## config.mk

```make
export PLATFORM = sky130hd
export DESIGN_NAME = maze_fb_writer
export DESIGN_NICKNAME = d
export VERILOG_FILES = /design/src/rtl/maze_fb_writer.sv
export SDC_FILE = /design/constraint.sdc
export NUM_CORES = 1
export LEC_CHECK = 0
export ABC_CLOCK_PERIOD_IN_PS = 8300
export CAP_MARGIN = 30
export CORE_ASPECT_RATIO = 0.9
export CORE_MARGIN = 2
export CORE_UTILIZATION = 26
export CTS_CLUSTER_DIAMETER = 30
export DETAILED_ROUTE_END_ITERATION = 10
export HOLD_SLACK_MARGIN = 0.03
export PLACE_DENSITY_LB_ADDON = 0.05
export SLEW_MARGIN = 20
export SYNTH_ARGS = -nofsm -noshare
export SYNTH_HDL_FRONTEND = slang
export SYNTH_SLANG_ARGS = --single-unit
```

## constraint.sdc

```tcl
create_clock -name clk -period 8.3 [get_ports clk]
set_input_delay 1.66 -clock clk [delete_from_list [all_inputs] [get_ports clk]]
set_output_delay 1.66 -clock clk [all_outputs]
set_load 0.02 [all_outputs]
```

## src/rtl/maze_fb_writer.sv

```systemverilog
// Maze frame-buffer writer. Renders the static maze tile by tile into the back
// bank of the ping-pong frame RAM. It uses the reader's rotated layout,
// addr = xpos*264 + (ypos-24). The banks swap in vertical blank once the
// render has finished.
module maze_fb_writer (
  input  logic        clk,
  input  logic        rst,
  input  logic        start,
  input  logic        frame_sync,
  input  logic [7:0]  maze_color,
  output logic [9:0]  tile_addr,
  input  logic [5:0]  tile_id,
  output logic [8:0]  bmp_addr,
  input  logic [7:0]  bmp_data,
  output logic        wr_en,
  output logic [15:0] wr_addr,
  output logic [7:0]  wr_data,
  output logic        wr_bank,
  output logic        buf_sel,
  output logic        busy,
  output logic        done
);

  localparam int XMAX   = 240;
  localparam int YROWS  = 264;
  localparam int YTILE0 = 3;
  localparam int MAPW   = 30;

  typedef enum logic [2:0] {
    IDLE, MAP_REQ, MAP_WAIT, BMP_REQ, BMP_WAIT, WRITE, PEND
  } state_e;

  state_e      state_q, state_d;
  logic [4:0]  tc_q, tc_d;
  logic [5:0]  tr_q, tr_d;
  logic [2:0]  line_q, line_d;
  logic [2:0]  bit_q, bit_d;
  logic [7:0]  col_q, col_d;
  logic [5:0]  tid_q, tid_d;
  logic [7:0]  row_q, row_d;
  logic        wr_en_q, wr_en_d;
  logic [15:0] wr_addr_q, wr_addr_d;
  logic [7:0]  wr_data_q, wr_data_d;
  logic        buf_sel_q, buf_sel_d;
  logic        busy_q, busy_d;
  logic        done_q, done_d;
  logic [7:0]  xpos_d;
  logic [8:0]  ypos_d;

  // ROM addresses are functions of the loop counters. The address (tr+3)*30+tc
  // passes 1023 on the bottom rows. The map port is only 10 bits wide, so
  // those rows wrap.
  assign tile_addr = (10'(tr_q) + 10'(YTILE0)) * 10'(MAPW) + 10'(tc_q);
  assign bmp_addr  = {tid_q, line_q};

  // Next-state, counter walk and registered write-port values.
  always_comb begin
    // NOTE: every _d gets a default first, so branches that do not touch a
    // signal hold it instead of inferring a latch.
    state_d   = state_q;
    tc_d      = tc_q;
    tr_d      = tr_q;
    line_d    = line_q;
    bit_d     = bit_q;
    col_d     = col_q;
    tid_d     = tid_q;
    row_d     = row_q;
    buf_sel_d = buf_sel_q;
    busy_d    = busy_q;
    done_d    = 1'b0;

    case (state_q)
      IDLE: begin
        if (start) begin
          col_d   = maze_color;
          tc_d    = '0;
          tr_d    = '0;
          line_d  = '0;
          bit_d   = '0;
          busy_d  = 1'b1;
          state_d = MAP_REQ;
        end
      end
      MAP_REQ:  state_d = MAP_WAIT;
      MAP_WAIT: begin
        tid_d   = tile_id;
        state_d = BMP_REQ;
      end
      BMP_REQ:  state_d = BMP_WAIT;
      BMP_WAIT: begin
        row_d   = bmp_data;
        bit_d   = '0;
        state_d = WRITE;
      end
      WRITE: begin
        bit_d = bit_q + 3'd1;
        if (bit_q == 3'd7) begin
          if (line_q != 3'd7) begin
            line_d  = line_q + 3'd1;
            state_d = BMP_REQ;
          end else if (tc_q != 5'(XMAX / 8 - 1)) begin
            tc_d    = tc_q + 5'd1;
            line_d  = '0;
            state_d = MAP_REQ;
          end else if (tr_q != 6'(YROWS / 8 - 1)) begin
            tr_d    = tr_q + 6'd1;
            tc_d    = '0;
            line_d  = '0;
            state_d = MAP_REQ;
          end else begin
            state_d = PEND;
          end
        end
      end
      PEND: begin
        if (frame_sync) begin
          buf_sel_d = ~buf_sel_q;
          done_d    = 1'b1;
          busy_d    = 1'b0;
          state_d   = IDLE;
        end
      end
      default: state_d = IDLE;
    endcase

    // The write port is registered from the next-cycle values. It is valid
    // exactly while the state register holds WRITE.
    xpos_d    = {tc_d, line_d};
    ypos_d    = {tr_d, bit_d};
    wr_en_d   = (state_d == WRITE);
    wr_addr_d = 16'(xpos_d) * 16'(YROWS) + 16'(ypos_d);
    wr_data_d = row_d[3'd7 - bit_d] ? col_d : 8'h00;
  end

  // State and datapath registers with synchronous active-low reset.
  always_ff @(posedge clk) begin
    // NOTE: every register is cleared by reset, not only the FSM. A reset in
    // the middle of a render must drop wr_en on the next cycle and return the
    // front buffer to bank 0.
    if (!rst) begin
      state_q   <= IDLE;
      tc_q      <= '0;
      tr_q      <= '0;
      line_q    <= '0;
      bit_q     <= '0;
      col_q     <= '0;
      tid_q     <= '0;
      row_q     <= '0;
      wr_en_q   <= 1'b0;
      wr_addr_q <= '0;
      wr_data_q <= '0;
      buf_sel_q <= 1'b0;
      busy_q    <= 1'b0;
      done_q    <= 1'b0;
    end else begin
      // NOTE: non-blocking assignments keep every register updating from the
      // same pre-edge values.
      state_q   <= state_d;
      tc_q      <= tc_d;
      tr_q      <= tr_d;
      line_q    <= line_d;
      bit_q     <= bit_d;
      col_q     <= col_d;
      tid_q     <= tid_d;
      row_q     <= row_d;
      wr_en_q   <= wr_en_d;
      wr_addr_q <= wr_addr_d;
      wr_data_q <= wr_data_d;
      buf_sel_q <= buf_sel_d;
      busy_q    <= busy_d;
      done_q    <= done_d;
    end
  end

  assign wr_en   = wr_en_q;
  assign wr_addr = wr_addr_q;
  assign wr_data = wr_data_q;
  assign buf_sel = buf_sel_q;
  assign wr_bank = ~buf_sel_q;
  assign busy    = busy_q;
  assign done    = done_q;

endmodule
```

==> impl_metrics.yaml <==
status:
  status: "complete, no violations"
layout:
  fin_cells: 742
  n_fill_cell: 1691
  layout_commonest_cell: "clkdlybuf4s50_1"
  antenna_cells: 0
  drive_gt1_share_pct: 5.234
  nets: 605
  area_growth_syn_to_layout_pct: 28.46
  final_cell_area_sq_um: 5478
  final_cell_mix: "73 x clkdlybuf4s50_1, 67 x dfxtp_1, 44 x nand2_1, 40 x nor2_1, 38 x ha_1"
setup_path:
  critPathArrivalTime_ns: 5.08
  slowest_stage: "clkdlybuf4s50_1"
  crit_type: "flop to primary output"
  critPathMaxFanout: 9
  cp.required_ns: 6.64
  r2r_setup_slack_ns: 3.68
  critical-path-max-stage-delay_ns: 0.61
  rr_worst_depth: 15
  rr_endpoint: "wr_addr[15]$_SDFF_PN0_"
  startpoint_type: "flop"
  cp_common_cell: "inv_1"
  r2r-start: "state_q[2]$_SDFF_PN0_"
  critical_path.endpoint_type: "primary output"
  cp_cell_sequence: "inv_1 > ha_1 > or3_1 > xnor2_1 > inv_1 > fa_1 > inv_1 > fa_1 > ha_1 > o41ai_1 > xor2_1 > nor3_1 > xnor2_1 > clkdlybuf4s50_1"
timing:
  setup-violations-final: 0
  fin_crit_sh_pct: 81.17
  slew_viol_final: 0
  fmax_ghz: 0.1484
  setup_tns_ns: 0
  hold_viol: 0
  tightest_slew_ns: 0.7562
  skew_ns: 0.009150
  rsz0062_at_grt: "false"
  period_needed_ns: 6.737
  max-slew-margin-rel_pct: 49.43
synthesis:
  ys_warn_count: 0
  synthArstFlopShare_pct: 0
  synth-seq-cells: 67
  synthDistinctLibCells: 59
  ys_seq_area_share_pct: 31.46
  syn-cell-area_sq_um: 4264
  synth_flop_cell: "dfxtp_1"
  postSynthCellCount: 464
  synth_edf_count: 0
  syn-num-nets: 539
  synth.avg_cell_area_sq_um: 9.190
min_path:
  hold_path.class: "flop to flop"
  holdPathStages: 2
  hp-start: "col_q[1]$_SDFF_PN0_"
  min_to: "col_q[1]$_SDFF_PN0_"
grt:
  antenna_found_initial: 0
  overflow: 0
  grt_pass1_vias: 3514
  grt_pass1_wl_um: 18220
  grt_max_degree: 38
  track_usage_pct: 13.06
pwr:
  p_leak_uw: 0.002282
  combPwrFrac_pct: 7.5
  power.density_nw_per_um2: 148.4
  intPower_uw: 630.1
  peakVddDrop_uv: 106.1
  pwr-share-clk_pct: 51.0
  p_seq_share_pct: 41.6
  p_sw_share_pct: 22.47
  p_total_uw: 812.7
  power_switching_uw: 182.6
route:
  via_count: 3420
  routedWlPerCell_um: 14.54
  drc: 0
  antenna_left: 0
  route.final.wire_length_um: 10790
  drt-pass1-iter-count: 4
  drt_iter0_drc: 121
  via_per_inst: 4.609
placed_design:
  gp_congestion: 0.8354
  io_buffer_count: 73
  dp_hpwl_um: 8101
  dpl-instance-area_sq_um: 5157
  placed_cells: 726
floorplanning:
  die_w_um: 139.0
  start_util_pct: 26.53
  die_h_um: 125.5
  ios: 74
  coreArea_sq_um: 16080
  core.rowCount: 44
  die_area_sq_um: 17440
clocking:
  clk_latency_ns: 0.34
  numCtsBuffers: 9
  clkTransAtPathRegs_ns: 0.05
  htree_levels: 3
  cts.sinks: 67
  cts_root_buf: "clkbuf_16"
  cts_hold_buf: 0
  tritoncts: "yes"
  cts_resized: 0
  postCtsSetupRepairBufs: 0
  cts_max_path_buffers: 2
flow_run:
  cap_violations: 0
-- synthesized netlist by cell type (2+ instances only) --
cell type | n | area, sq um
dfxtp_1 | 67 | 1341
nand2_1 | 44 | 165.2
nor2_1 | 40 | 150.1
ha_1 | 38 | 475.5
and2_1 | 29 | 181.4
inv_1 | 27 | 101.4
o21ai_0 | 23 | 115.1
a21oi_1 | 21 | 105.1
mux2i_1 | 19 | 190.2
xnor2_1 | 16 | 140.1
xor2_1 | 13 | 113.9
fa_1 | 11 | 220.2
clkbuf_1 | 7 | 26.28
nand2b_1 | 7 | 43.79
nand3_1 | 7 | 35.03
nor3_1 | 7 | 35.03
a21o_1 | 6 | 45.04
a22o_1 | 6 | 52.55
a211oi_1 | 5 | 37.54
a31oi_1 | 5 | 31.28
buf_2 | 5 | 25.02
nor2b_1 | 5 | 31.28
mux4_2 | 4 | 90.09
buf_4 | 3 | 22.52
nand3b_1 | 3 | 22.52
o211ai_1 | 3 | 22.52
o41ai_1 | 3 | 26.28
a32o_1 | 2 | 20.02
and4bb_1 | 2 | 25.02
buf_1 | 2 | 7.510
buf_6 | 2 | 22.52
o21a_1 | 2 | 15.01
o21bai_1 | 2 | 15.01
o31ai_1 | 2 | 15.01
or3_1 | 2 | 12.51
-- layer usage --
| layer | track usage (%) | part of all wire (%) | wire [um] |
|---|---|---|---|
| met1 | 17.80 | 52 | 5610 |
| met2 | 19.94 | 42 | 4539 |
| met3 | 3.638 | 4.6 | 492 |
| met4 | 4.456 | 1.4 | 146 |
| met5 | 0 | 0 | 0 |
-- flip-flops by register name, indices dropped and copies added (netlist names), 2 cells and up --
signal,cells
col_q,8
wr_data,8
row_q,8
bit_q,2
tc_q,5
tid_q,6
state_q,3
line_q,3
wr_addr,14
tr_q,6
-- worst max-delay path, delay by kind of cell (launching register included) --
family | cells | cell delay, ns
flip-flops | 1 | 0.50
XOR/XNOR | 3 | 0.70
adder cells (fa/ha/maj) | 4 | 1.49
buffers and inverters | 4 | 0.95
AO/OA/AOI/OAI | 1 | 0.44
AND/OR/NAND/NOR | 2 | 0.65
-- cell type report --
cell class | instances | area (sq um) | share of cell area [%]
timing repair buffer | 74 | 738.2 | 13.48
inverter | 28 | 105.1 | 1.919
multi-input combinational | 350 | 2714 | 49.54
sequential | 67 | 1341 | 24.49
tap | 207 | 259.0 | 4.728
clock inverter | 4 | 73.82 | 1.348
clock buffer | 12 | 246.5 | 4.500
-- metrics by stage --
stage / worst slack, ns / hold slack (ns) / utilization (%)
finish: 1.563 / 0.4573 / 34.08
global route: 1.157 / 0.4807 / 34.08
CTS: 1.451 / 0.4576 / 34.08
detailed placement: 1.813 / 0.4498 / 32.08
global placement: 1.927 / 0.4481 / 32.08
floorplan: 2.660 / 0.4339 / -
-- power by group through the flow --
stage | combinational [uW] | sequential, uW | clock (uW)
finish | 60.8 | 338 | 414
global route | 67.3 | 339 | 441
CTS | 61.7 | 338 | 431
detailed placement | 61.4 | 345 | 0
global placement | 61.3 | 344 | 0
floorplan | 37.9 | 342 | 0
-- cells by family after synthesis --
| group | after synthesis | synth area share (%) |
|---|---|---|
| DFF | 67 | 31.46 |
| AOI/OAI and AO/OA | 90 | 14.14 |
| buffers and inverters | 47 | 4.900 |
| muxes | 24 | 6.837 |
| xor gates and xnor gates | 31 | 7.042 |
| adders and majority gates | 49 | 16.31 |
| and+or+nand+nor | 156 | 19.31 |
-- worst max-delay path by stage --
stage                       startpoint      endpoint  slack (ns)
finish              tr_q[0]$_SDFF_PN0_  tile_addr[9]        1.56
global route        tr_q[0]$_SDFF_PN0_  tile_addr[9]        1.16
CTS                 tr_q[0]$_SDFF_PN0_  tile_addr[9]        1.45
detailed placement  tr_q[0]$_SDFF_PN0_  tile_addr[9]        1.81
global placement    tr_q[0]$_SDFF_PN0_  tile_addr[9]        1.93
floorplan           tr_q[0]$_SDFF_PN0_  tile_addr[9]        2.66
(Power assumes the default switching activity.)
